$ cat src/rtl/fifo_arb_pkg.sv
// Shared types and defaults for the FIFO write-port arbiter.
// Holds the FSM state enum and the source-tag width helper.
package fifo_arb_pkg;

    localparam int ARB_NUM_REQ   = 4;
    localparam int ARB_MAX_BURST = 16;

    typedef enum logic [1:0] {
        IDLE    = 2'd0,
        GRANT   = 2'd1,
        RELEASE = 2'd2
    } arb_state_t;

    function automatic int id_width(input int n);
        return (n < 2) ? 1 : $clog2(n);
    endfunction

endpackage

$ cat src/rtl/fifo_wr_arbiter_if.sv
// Producer streams plus FIFO write side as seen by the arbiter (slave) and its environment (master).
// With FIFO_ARB_TAG_EN defined, fifo_din carries the grant_id tag above the payload.
interface fifo_wr_arbiter_if
    import fifo_arb_pkg::*;
#(
    parameter int NUM_REQ    = ARB_NUM_REQ,
    parameter int DATA_WIDTH = 24
);
    localparam int ID_WIDTH = id_width(NUM_REQ);
`ifdef FIFO_ARB_TAG_EN
    localparam int OUT_WIDTH = DATA_WIDTH + ID_WIDTH;
`else
    localparam int OUT_WIDTH = DATA_WIDTH;
`endif

    logic [NUM_REQ-1:0]            in_valid;
    logic [NUM_REQ*DATA_WIDTH-1:0] in_data;
    logic [NUM_REQ-1:0]            in_ready;
    logic                          fifo_full;
    logic                          fifo_wr_en;
    logic [OUT_WIDTH-1:0]          fifo_din;
    logic [ID_WIDTH-1:0]           grant_id;
    logic                          busy;

    modport master (
        output in_valid, in_data, fifo_full,
        input  in_ready, fifo_wr_en, fifo_din, grant_id, busy
    );

    modport slave (
        input  in_valid, in_data, fifo_full,
        output in_ready, fifo_wr_en, fifo_din, grant_id, busy
    );

endinterface

$ cat src/rtl/fifo_wr_arbiter_rr_pick.sv
// Rotate-priority selector: first set req bit searching circularly from last+1.
// Purely combinational; any is low when no bit is set (idx then 0).
module rr_pick #(
    parameter int NUM_REQ  = 4,
    parameter int ID_WIDTH = 2
) (
    input  logic [NUM_REQ-1:0]  req,
    input  logic [ID_WIDTH-1:0] last,
    output logic [ID_WIDTH-1:0] idx,
    output logic                any
);

    always_comb begin
        idx = '0;
        any = 1'b0;
        for (int k = 1; k <= NUM_REQ; k++) begin
            if (!any && req[(int'(last) + k) % NUM_REQ]) begin
                idx = ID_WIDTH'((int'(last) + k) % NUM_REQ);
                any = 1'b1;
            end
        end
    end

endmodule

$ cat src/rtl/fifo_wr_arbiter.sv
// Round-robin arbiter sharing one FIFO write port among NUM_REQ streams; FIFO_ARB_TAG_EN prepends grant_id to fifo_din.
// Grant 1 cycle after request, words pass combinationally to the FIFO; fifo_full stalls the grantee without releasing it.
module fifo_wr_arbiter
    import fifo_arb_pkg::*;
#(
    parameter int NUM_REQ    = ARB_NUM_REQ,
    parameter int DATA_WIDTH = 24,
    parameter int MAX_BURST  = ARB_MAX_BURST
) (
    input  logic             clk,
    input  logic             reset_n,
    fifo_wr_arbiter_if.slave bus
);
    localparam int ID_WIDTH  = id_width(NUM_REQ);
    localparam int CNT_WIDTH = $clog2(MAX_BURST + 1);
    localparam logic [CNT_WIDTH-1:0] LAST_BEAT = CNT_WIDTH'(MAX_BURST - 1);

    arb_state_t            state_q, state_d;
    logic [ID_WIDTH-1:0]   grant_q, grant_d;
    logic [ID_WIDTH-1:0]   last_q, last_d;
    logic [CNT_WIDTH-1:0]  beat_q, beat_d;
    logic [ID_WIDTH-1:0]   pick_idx;
    logic                  pick_any;
    logic                  gnt_vld;
    logic                  xfer;
    logic [DATA_WIDTH-1:0] payload;

    rr_pick #(
        .NUM_REQ  (NUM_REQ),
        .ID_WIDTH (ID_WIDTH)
    ) u_rr_pick (
        .req  (bus.in_valid),
        .last (last_q),
        .idx  (pick_idx),
        .any  (pick_any)
    );

    assign gnt_vld = bus.in_valid[grant_q];
    assign payload = bus.in_data[int'(grant_q)*DATA_WIDTH +: DATA_WIDTH];

    always_comb begin
        state_d = state_q;
        grant_d = grant_q;
        last_d  = last_q;
        beat_d  = beat_q;
        xfer    = 1'b0;
        case (state_q)
            IDLE: begin
                if (pick_any) begin
                    grant_d = pick_idx;
                    beat_d  = '0;
                    state_d = GRANT;
                end
            end
            GRANT: begin
                xfer = gnt_vld && !bus.fifo_full;
                if (xfer) begin
                    beat_d = beat_q + CNT_WIDTH'(1);
                end
                // Full on the last beat is neither a transfer nor a release; a dropped valid always releases.
                if ((xfer && beat_q == LAST_BEAT) || !gnt_vld) begin
                    state_d = RELEASE;
                    last_d  = grant_q;
                end
            end
            RELEASE: state_d = IDLE;
            default: state_d = IDLE;
        endcase
    end

    assign bus.in_ready   = (state_q == GRANT && !bus.fifo_full) ? (NUM_REQ'(1) << grant_q) : '0;
    assign bus.fifo_wr_en = xfer;
`ifdef FIFO_ARB_TAG_EN
    assign bus.fifo_din   = xfer ? {grant_q, payload} : '0;
`else
    assign bus.fifo_din   = xfer ? payload : '0;
`endif
    assign bus.grant_id   = grant_q;
    assign bus.busy       = (state_q == GRANT);

    always_ff @(posedge clk) begin
        if (!reset_n) begin
            state_q <= IDLE;
            grant_q <= '0;
            last_q  <= ID_WIDTH'(NUM_REQ - 1);
            beat_q  <= '0;
        end else begin
            state_q <= state_d;
            grant_q <= grant_d;
            last_q  <= last_d;
            beat_q  <= beat_d;
        end
    end

endmodule

$ cat src/flat_wrapper.sv
// flat-port wrapper written by rule: the top's interface ports become plain ports
module fifo_wr_arbiter_flat import fifo_arb_pkg::*;
#(
    parameter int NUM_REQ    = ARB_NUM_REQ,
    parameter int DATA_WIDTH = 24,
    parameter int MAX_BURST  = ARB_MAX_BURST
)
  (clk, reset_n, bus_in_valid, bus_in_data, bus_fifo_full, bus_in_ready, bus_fifo_wr_en, bus_fifo_din, bus_grant_id, bus_busy);
  fifo_wr_arbiter_if #(.NUM_REQ(NUM_REQ), .DATA_WIDTH(DATA_WIDTH)) bus_i ();
  input  logic clk;
  input  logic reset_n;
  input wire logic [$bits(bus_i.in_valid)-1:0] bus_in_valid;
  input wire logic [$bits(bus_i.in_data)-1:0] bus_in_data;
  input wire logic [$bits(bus_i.fifo_full)-1:0] bus_fifo_full;
  output wire logic [$bits(bus_i.in_ready)-1:0] bus_in_ready;
  output wire logic [$bits(bus_i.fifo_wr_en)-1:0] bus_fifo_wr_en;
  output wire logic [$bits(bus_i.fifo_din)-1:0] bus_fifo_din;
  output wire logic [$bits(bus_i.grant_id)-1:0] bus_grant_id;
  output wire logic [$bits(bus_i.busy)-1:0] bus_busy;
  assign bus_i.in_valid = bus_in_valid;
  assign bus_i.in_data = bus_in_data;
  assign bus_i.fifo_full = bus_fifo_full;
  assign bus_in_ready = bus_i.in_ready;
  assign bus_fifo_wr_en = bus_i.fifo_wr_en;
  assign bus_fifo_din = bus_i.fifo_din;
  assign bus_grant_id = bus_i.grant_id;
  assign bus_busy = bus_i.busy;
  fifo_wr_arbiter #(.NUM_REQ(NUM_REQ), .DATA_WIDTH(DATA_WIDTH), .MAX_BURST(MAX_BURST)) u_core (.clk(clk), .reset_n(reset_n), .bus(bus_i));
endmodule
$ cat config.mk
export PLATFORM = sky130hd
export DESIGN_NAME = fifo_wr_arbiter_flat
export DESIGN_NICKNAME = d
export VERILOG_FILES = /design/src/rtl/fifo_arb_pkg.sv /design/src/rtl/fifo_wr_arbiter_if.sv /design/src/rtl/fifo_wr_arbiter_rr_pick.sv /design/src/rtl/fifo_wr_arbiter.sv /design/src/flat_wrapper.sv
export SDC_FILE = /design/constraint.sdc
export NUM_CORES = 1
export LEC_CHECK = 0
export CORE_UTILIZATION = 33
export CTS_CLUSTER_DIAMETER = 40
export DETAILED_ROUTE_END_ITERATION = 10
export GPL_TIMING_DRIVEN = 0
export PLACE_DENSITY = 0.88
export SETUP_SLACK_MARGIN = 0.02
export SYNTH_ARGS = -nofsm -noshare
export SYNTH_HDL_FRONTEND = slang
export SYNTH_SLANG_ARGS = --single-unit
$ cat constraint.sdc
create_clock -name clk -period 5.6 [get_ports clk]
set_clock_uncertainty 0.2 [all_clocks]
set_input_delay 0.84 -clock clk [delete_from_list [all_inputs] [get_ports clk]]
set_output_delay 0.84 -clock clk [all_outputs]
set_load 0.02 [all_outputs]
After elaboration in Yosys (flattened, before gate mapping) --
Index checks and enable logic that the tools add are counted.
Cells by class: add/subtract/negate cells 5, multiply operators 1, divide/modulo/power cells 0, order comparisons 5, equality and inequality tests 5, shift operators 2, muxes and demuxes 31, bitwise logic cells 4, reduce and logical (&&, ||, !) cells 22
Operators with widths (number):
- $shiftx 96x32->24 | 1
- $mux 24 | 1
- $lt 3x4->1 const B | 4
- $mux 1 | 14
- $mux 2 | 6
- $bmux 1 s2 | 5
- $mux 5 | 2
- $pmux 5 s2 | 1
- $reduce_or 2->1 | 4
- $logic_and 1x1->1 | 6
- $ne 2x1->1 const B | 3
- $reduce_and 2->1 | 3
- $add 5x1->5 const B | 1
- $eq 5x4->1 const B | 1
- $logic_not 1->1 | 5
- $add 2x1->2 const B | 2
- $add 2x2->2 const B | 2
- $and 1x1->1 const A | 4
- $mul 2x2->4 const B | 1
- $mux 4 | 1
- $pmux 2 s2 | 1
- $shl 1x2->4 const A | 1
- $lt 2x3->1 const B | 1
- $reduce_and 3->1 | 1
- 4 further kinds | 4
Storage, ports and cells: flip-flop bits (word level) 11, bits in latches 0, memory bits (writable) 0, bits in read-only memories 0, input port bits 103, output and inout bits 32, logic and storage cells 79, memories kept 0

Depth between registers and ports, before layout --
Gate-level depths: netlist (run 1).
word-level depth 18, gate-level depth with buffers 7, gate-level depth less buffers 7

Cells and area by module --
From an unflattened synthesis (run 1), not the netlist that was laid out.
Unflattened totals: cells, all modules 142, area, all modules 1427.6 sq um
By module, submodules not included:
- fifo_wr_arbiter | instances 1, cells an instance 128, area an instance 1336.3 sq um, seq. area each 220.2 sq um
- rr_pick | instances 1, cells an instance 14, area an instance 91.3 sq um, seq. area each 0.0 sq um

Worst setup path after synthesis (run 1) --
No wires, ideal clock.
path kind input to output, start point input bus_fifo_full, end point output bus_fifo_din[10], arrival 1.833 ns, required time 4.560 ns, setup slack 2.727 ns, stages 4, path buffers 2, cell sequence nor3b_1 > clkbuf_1 > clkbuf_1 > and3_1
Between the ends: word-level cells in the longest chain between the ends 4
Ends and longest elaborated chain:
- from (decl) | line flat_wrapper.sv:14 | input wire logic [$bits(bus_i.fifo_full)-1:0] bus_fifo_full;
- $logic_not 1->1 | line fifo_wr_arbiter.sv:56 | xfer = gnt_vld && !bus.fifo_full;
- $logic_and 1x1->1 | line fifo_wr_arbiter.sv:56
- $mux 1 | line fifo_wr_arbiter.sv:47 | case (state_q)
- $mux 24 | line fifo_wr_arbiter.sv:76 | assign bus.fifo_din = xfer ? payload : '0;
- to (decl) | line flat_wrapper.sv:17 | output wire logic [$bits(bus_i.fifo_din)-1:0] bus_fifo_din;
Every way passes these cells.

Final worst setup path (run 1) --
start point input bus_fifo_full, end point output bus_fifo_din[9]
Same word-level chain as after synthesis.

==> run metrics, run 1 <==
Post-synth top flop=dfxtp_1; slew margin rel.=53.5%; number of synthesized flops with an enable pin=0; clock buffer depth=2; worst vdd ir=0.147 mV; IO buf count=133; die width=66.9 um; Resized Gates After CTS=0; unrepaired setup endpoints after global routing=no; Static Leak=1.12 nW; Mapped Nets=239; PD cells=153 mW/mm^2; kind of critical path=primary input to output pin; top cells by area, synth=mux4_2 41%, dfxtp_1 16%, and3_1 13%; WL final=5.28 mm; antenna-violating nets left=0; crit-path max FO=10; ys async rst share=0%; Synth Area in Compound Gates=9.19%; fmax=0.240 GHz; status=finished, final reports clean; grt ovf=0; clk sinks=11; vias in the first global route=1668; Layout Nets=377; most frequent cells in the layout=133 x clkdlybuf4s50_1, 29 x and3_1, 25 x mux4_2; Setup Viol. Count Final=0; cell at the root of the clock tree=clkbuf_8; r2r setup slk=3.77 ns; CTS tree=built; CTS clk-pin slew, worst paths=0.05 ns; sequential power share=20.7%; most common cell after layout, fill and taps aside=clkdlybuf4s50_1; clk_lat worst skew=0.24 ns; switching part of the total=31.4%; Yosys reg bits=11; Comb pwr share=61.1%; post-synthesis cell count=134; crit path time final=4.17 ns; Setup WS post-layout=1.43 ns; Critical Path AT=3.13 ns; routability congestion estimate=0.830; Hold Fails Final Rpt=0; first-pass GRT wire length=7.89 mm; area of the mapped netlist=0.00139 sq mm; FP Rows=23; 1st-iter DRT viols=65; Net Sw Power=0.136 mW; Req. time, crit path=4.56 ns; n_diodes=0; Avg WL per Cell=16.4 um; placed cell area=0.00278 sq mm; 1st-pass router iterations=4; fin. max-slew vios=0; total track usage=23.7%; routed via count=1683; Seq/Total Area, Yosys=15.9%; pre-CTS setup slack=1.43 ns; P_int=0.296 mW; period utilisation layout=74.5%; Synth cell types=31; largest net degree at the start of global routing=11; die area=0.00447 sq mm; XOR/XNOR Fraction of Synth Area=1.26%; CORE AREA=0.00403 sq mm; buffer count from post-CTS setup fixing=0; Fin Setup TNS=0 ns; initial core utilization=34.5%; Die Span Y=66.9 um; Ys Warns=0; I/O pins=135; top cell type by total area after synthesis=mux4_2; Simple-Gate Fraction of Synth Area=23.3%; fin area=0.00283 sq mm; post-route DRC violation count=0; initial antenna violation count=0; clock share of power=18.2%; Final Power=0.432 mW; mean post-synth cell area=10.4 sq um; crit start category=primary input; Hold/Removal Path Class=flop to flop; Via-to-Cell Ratio=5.24; Yosys top cell area share=40.5%; adder-cell share of the synthesized area=1.80%; hold_buf cts=0; H-tree Lvls=1; cts bufs inserted=3; MaxCap Viol Count=0; final core occ=70.2%; Worst-Margin Slew=0.691 ns; layout cell share with drive strength beyond 1=15.1%; multiplexer share of the synthesized area=41.4%; Crit. End Element=output pin; DP HPWL=4.50 mm; Layout Area Growth over Synthesis=104%; largest family of logic cells by synthesized area=multiplexers
==> synthesized netlist by cell type (2+ instances only) <==
cell type / instances
nand2_1: 8
xor2_1: 2
nand3_1: 6
buf_2: 5
ha_1: 2
a21boi_0: 3
dfxtp_1: 11
nor2_1: 6
nand2b_1: 4
and3_1: 29
clkbuf_1: 4
o21a_1: 2
buf_1: 3
inv_1: 7
buf_6: 2
mux4_2: 25
==> flip-flops by register name (all words and copies together), names as in the netlist <==
signal / cells
u_core.beat_q: 5
u_core.bus.grant_id: 2
u_core.last_q: 2
u_core.state_q: 2
==> power by group through the flow <==
stage | clock, mW | sequential [mW] | combinational [mW]
finish | 0.0783 | 0.0894 | 0.264
global route | 0.0827 | 0.0903 | 0.285
CTS | 0.0799 | 0.0892 | 0.266
detailed placement | 0 | 0.0907 | 0.265
global placement | 0 | 0.0904 | 0.260
floorplan | 0 | 0.0920 | 0.142
==> worst paths after layout <==
check                                             from               end  cells past startpoint
worst min-delay path                  u_core.beat_q[1]  u_core.beat_q[1]                      2
worst max register to register  u_core.bus.grant_id[0]  u_core.last_q[1]                      6
worst min register to register        u_core.beat_q[1]  u_core.beat_q[1]                      2
worst max-delay path                     bus_fifo_full   bus_fifo_din[9]                      6
==> layout make-up <==
type                            instances  area [sq um]
Buffer                                 14          73.8
Timing Repair Buffer                  133          1330
Fill cell                             338          1200
Multi-Input combinational cell        102          1070
Sequential cell                        11           220
Tap cell                               50          62.6
Clock inverter                          1          5.00
Inverter                                7          26.3
Clock buffer                            3          41.3
==> worst max-delay path, stage by stage <==
cell and delay [ns]:
clkdlybuf4s50_1 0.43, nor3b_1 0.33, clkbuf_1 0.39, clkbuf_1 0.33, and3_1 0.20, clkdlybuf4s50_1 0.61
==> routing by layer <==
metal | up-vias | global-route usage (%) | wire length, um | share of wire, %
met1 | 796 | 24.8 | 1860 | 35
met4 | 0 | 11.2 | 173 | 3.3
met5 | - | 0 | 0 | 0
met3 | 16 | 5.99 | 468 | 8.9
met2 | 71 | 43.4 | 2770 | 53
li1 | 800 | - | - | -
==> logic make-up after synthesis <==
kind of cell,Yosys count
AND/OR/NAND/NOR,58
buffers and inverters,21
AO/OA/AOI/OAI,14
adder cells (fa/ha/maj),2
multiplexers,26
XOR/XNOR,2
flip-flops,11
==> through the flow <==
| step | hold WS [ns] | std cells |
|---|---|---|
| after floorplan | 0.267 | 134 |
| after global placement | 0.279 | 317 |
| after detailed placement | 0.302 | 317 |
| after CTS | 0.309 | 321 |
| after global routing | 0.338 | 321 |
| final | 0.309 | 321 |
(Power assumes the default switching activity.)
==> run 2: changes to the inputs <==
--- a/config.mk
+++ b/config.mk
@@ -5,11 +5,11 @@
 export SDC_FILE = /design/constraint.sdc
 export NUM_CORES = 1
 export LEC_CHECK = 0
-export CORE_UTILIZATION = 33
+export CORE_UTILIZATION = 30
 export CTS_CLUSTER_DIAMETER = 40
 export DETAILED_ROUTE_END_ITERATION = 10
 export GPL_TIMING_DRIVEN = 0
-export PLACE_DENSITY = 0.88
+export PLACE_DENSITY = 0.81
 export SETUP_SLACK_MARGIN = 0.02
 export SYNTH_ARGS = -nofsm -noshare
 export SYNTH_HDL_FRONTEND = slang
==> constraint.sdc (replaced) <==
create_clock -name clk -period 4.2 [get_ports clk]
set_clock_uncertainty 0.2 [all_clocks]
set_input_delay 0.63 -clock clk [delete_from_list [all_inputs] [get_ports clk]]
set_output_delay 0.63 -clock clk [all_outputs]
set_load 0.02 [all_outputs]
==> run metrics, run 2 (synthesis results as in run 1) <==
fin area=0.00283 sq mm; cell at the root of the clock tree=clkbuf_8; crit-path max FO=10; layout cell share with drive strength beyond 1=14.8%; Setup Viol. Count Final=0; Largest register FFs=5; clk sinks=11; layer carrying the most global-route usage=met2; I/O pins=135; Critical Path AT=2.89 ns; PD cells=204 mW/mm^2; crit start category=primary input; most common cell after layout, fill and taps aside=clkdlybuf4s50_1; Setup WS post-layout=0.475 ns; kind of critical path=primary input to output pin; Crit. End Element=output pin; slew margin rel.=52.3%; clock buffer depth=2; Layout Nets=377; MaxCap Viol Count=0; Req. time, crit path=3.37 ns; period utilisation layout=88.7%; Comb pwr share=60.5%; total track usage=21.3%; pre-CTS setup slack=0.498 ns; Hold Fails Final Rpt=0; cts bufs inserted=3; Hold/Removal Path Class=flop to flop; crit path time final=3.72 ns; Fillers=382; fin. max-slew vios=0; Die Span Y=70.0 um; antenna-violating nets left=0; initial antenna violation count=0; grt ovf=0; CORE AREA=0.00441 sq mm; DP HPWL=4.16 mm; first-pass GRT wire length=8.27 mm; GR Layer Usage met1=26.3%; sequential power share=20.5%; Layout Area Growth over Synthesis=104%; met2 Use GR=38.8%; 1st-iter DRT viols=68; clk_lat worst skew=0.24 ns; Net Sw Power=0.182 mW; most frequent cells in the layout=133 x clkdlybuf4s50_1, 29 x and3_1, 25 x mux4_2; IO buf count=133; fmax=0.268 GHz; largest register by flop count=u_core.beat_q; WL final=5.16 mm; hold_buf cts=0; CTS clk-pin slew, worst paths=0.05 ns; FP Rows=24; Static Leak=1.12 nW; H-tree Lvls=1; post-route DRC violation count=0; CTS tree=built; routability congestion estimate=0.748; switching part of the total=31.5%; 1st-pass router iterations=4; buffer count from post-CTS setup fixing=0; Resized Gates After CTS=0; Fin Setup TNS=0 ns; clock share of power=19.0%; P_int=0.396 mW; routed via count=1655; die width=70.0 um; die area=0.00491 sq mm; vias in the first global route=1637; Via-to-Cell Ratio=5.12; placed cell area=0.00279 sq mm; largest net degree at the start of global routing=11; n_diodes=0; worst vdd ir=0.165 mV; Worst-Margin Slew=0.707 ns; status=finished, final reports clean; GRT met3 Usage=2.89%; unrepaired setup endpoints after global routing=no; initial core utilization=31.5%; Avg WL per Cell=16.0 um
## run 2: through the flow
stage,power (mW),std cells,hold slack (ns),util (%)
after CTS,0.585,323,0.300,64.1
final,0.579,323,0.304,64.1
after detailed placement,0.472,319,0.293,63.1
after floorplan,0.311,134,0.267,-
after global placement,0.468,319,0.279,63.1
after global routing,0.614,323,0.338,64.1
## run 2: worst paths after layout
path | slack, ns | from | to | cells after the start
min | 0.30 | u_core.beat_q[1] | u_core.beat_q[1] | 2
max | 0.48 | bus_fifo_full | bus_fifo_din[13] | 6
max reg2reg | 2.39 | u_core.bus.grant_id[0] | u_core.last_q[1] | 6
min reg2reg | 0.30 | u_core.beat_q[1] | u_core.beat_q[1] | 2
## run 2: worst max-delay path, stage by stage
cell and delay [ns]:
clkdlybuf4s50_1 0.44, nor3b_1 0.33, clkbuf_1 0.37, clkbuf_1 0.31
and3_1 0.21, clkdlybuf4s50_1 0.60
## run 2: final cells by class
class	count	area [sq um]	area share [%]
plain buffers	14	73.8	2.61
inverters	7	26.3	0.928
well taps	52	65.1	2.30
repair buffers	133	1330	47.0
multi-input cells	102	1070	37.8
flip-flops and latches	11	220	7.78
clock buffers	4	45.0	1.59
## run 2: routing by layer
metal  up-vias  wire [um]
met5         -          0
met4         0         81
met3         9        346
met2        81       2570
met1       766       2160
li1        799          -
## run 2: power groups by stage
stage / Clock [mW] / Sequential (mW) / Combinational [mW]
6_report: 0.110 / 0.119 / 0.350
5_1_grt: 0.117 / 0.120 / 0.377
4_1_cts: 0.113 / 0.118 / 0.354
3_5_place_dp: 0 / 0.121 / 0.352
3_3_place_gp: 0 / 0.120 / 0.348
2_1_floorplan: 0 / 0.123 / 0.189
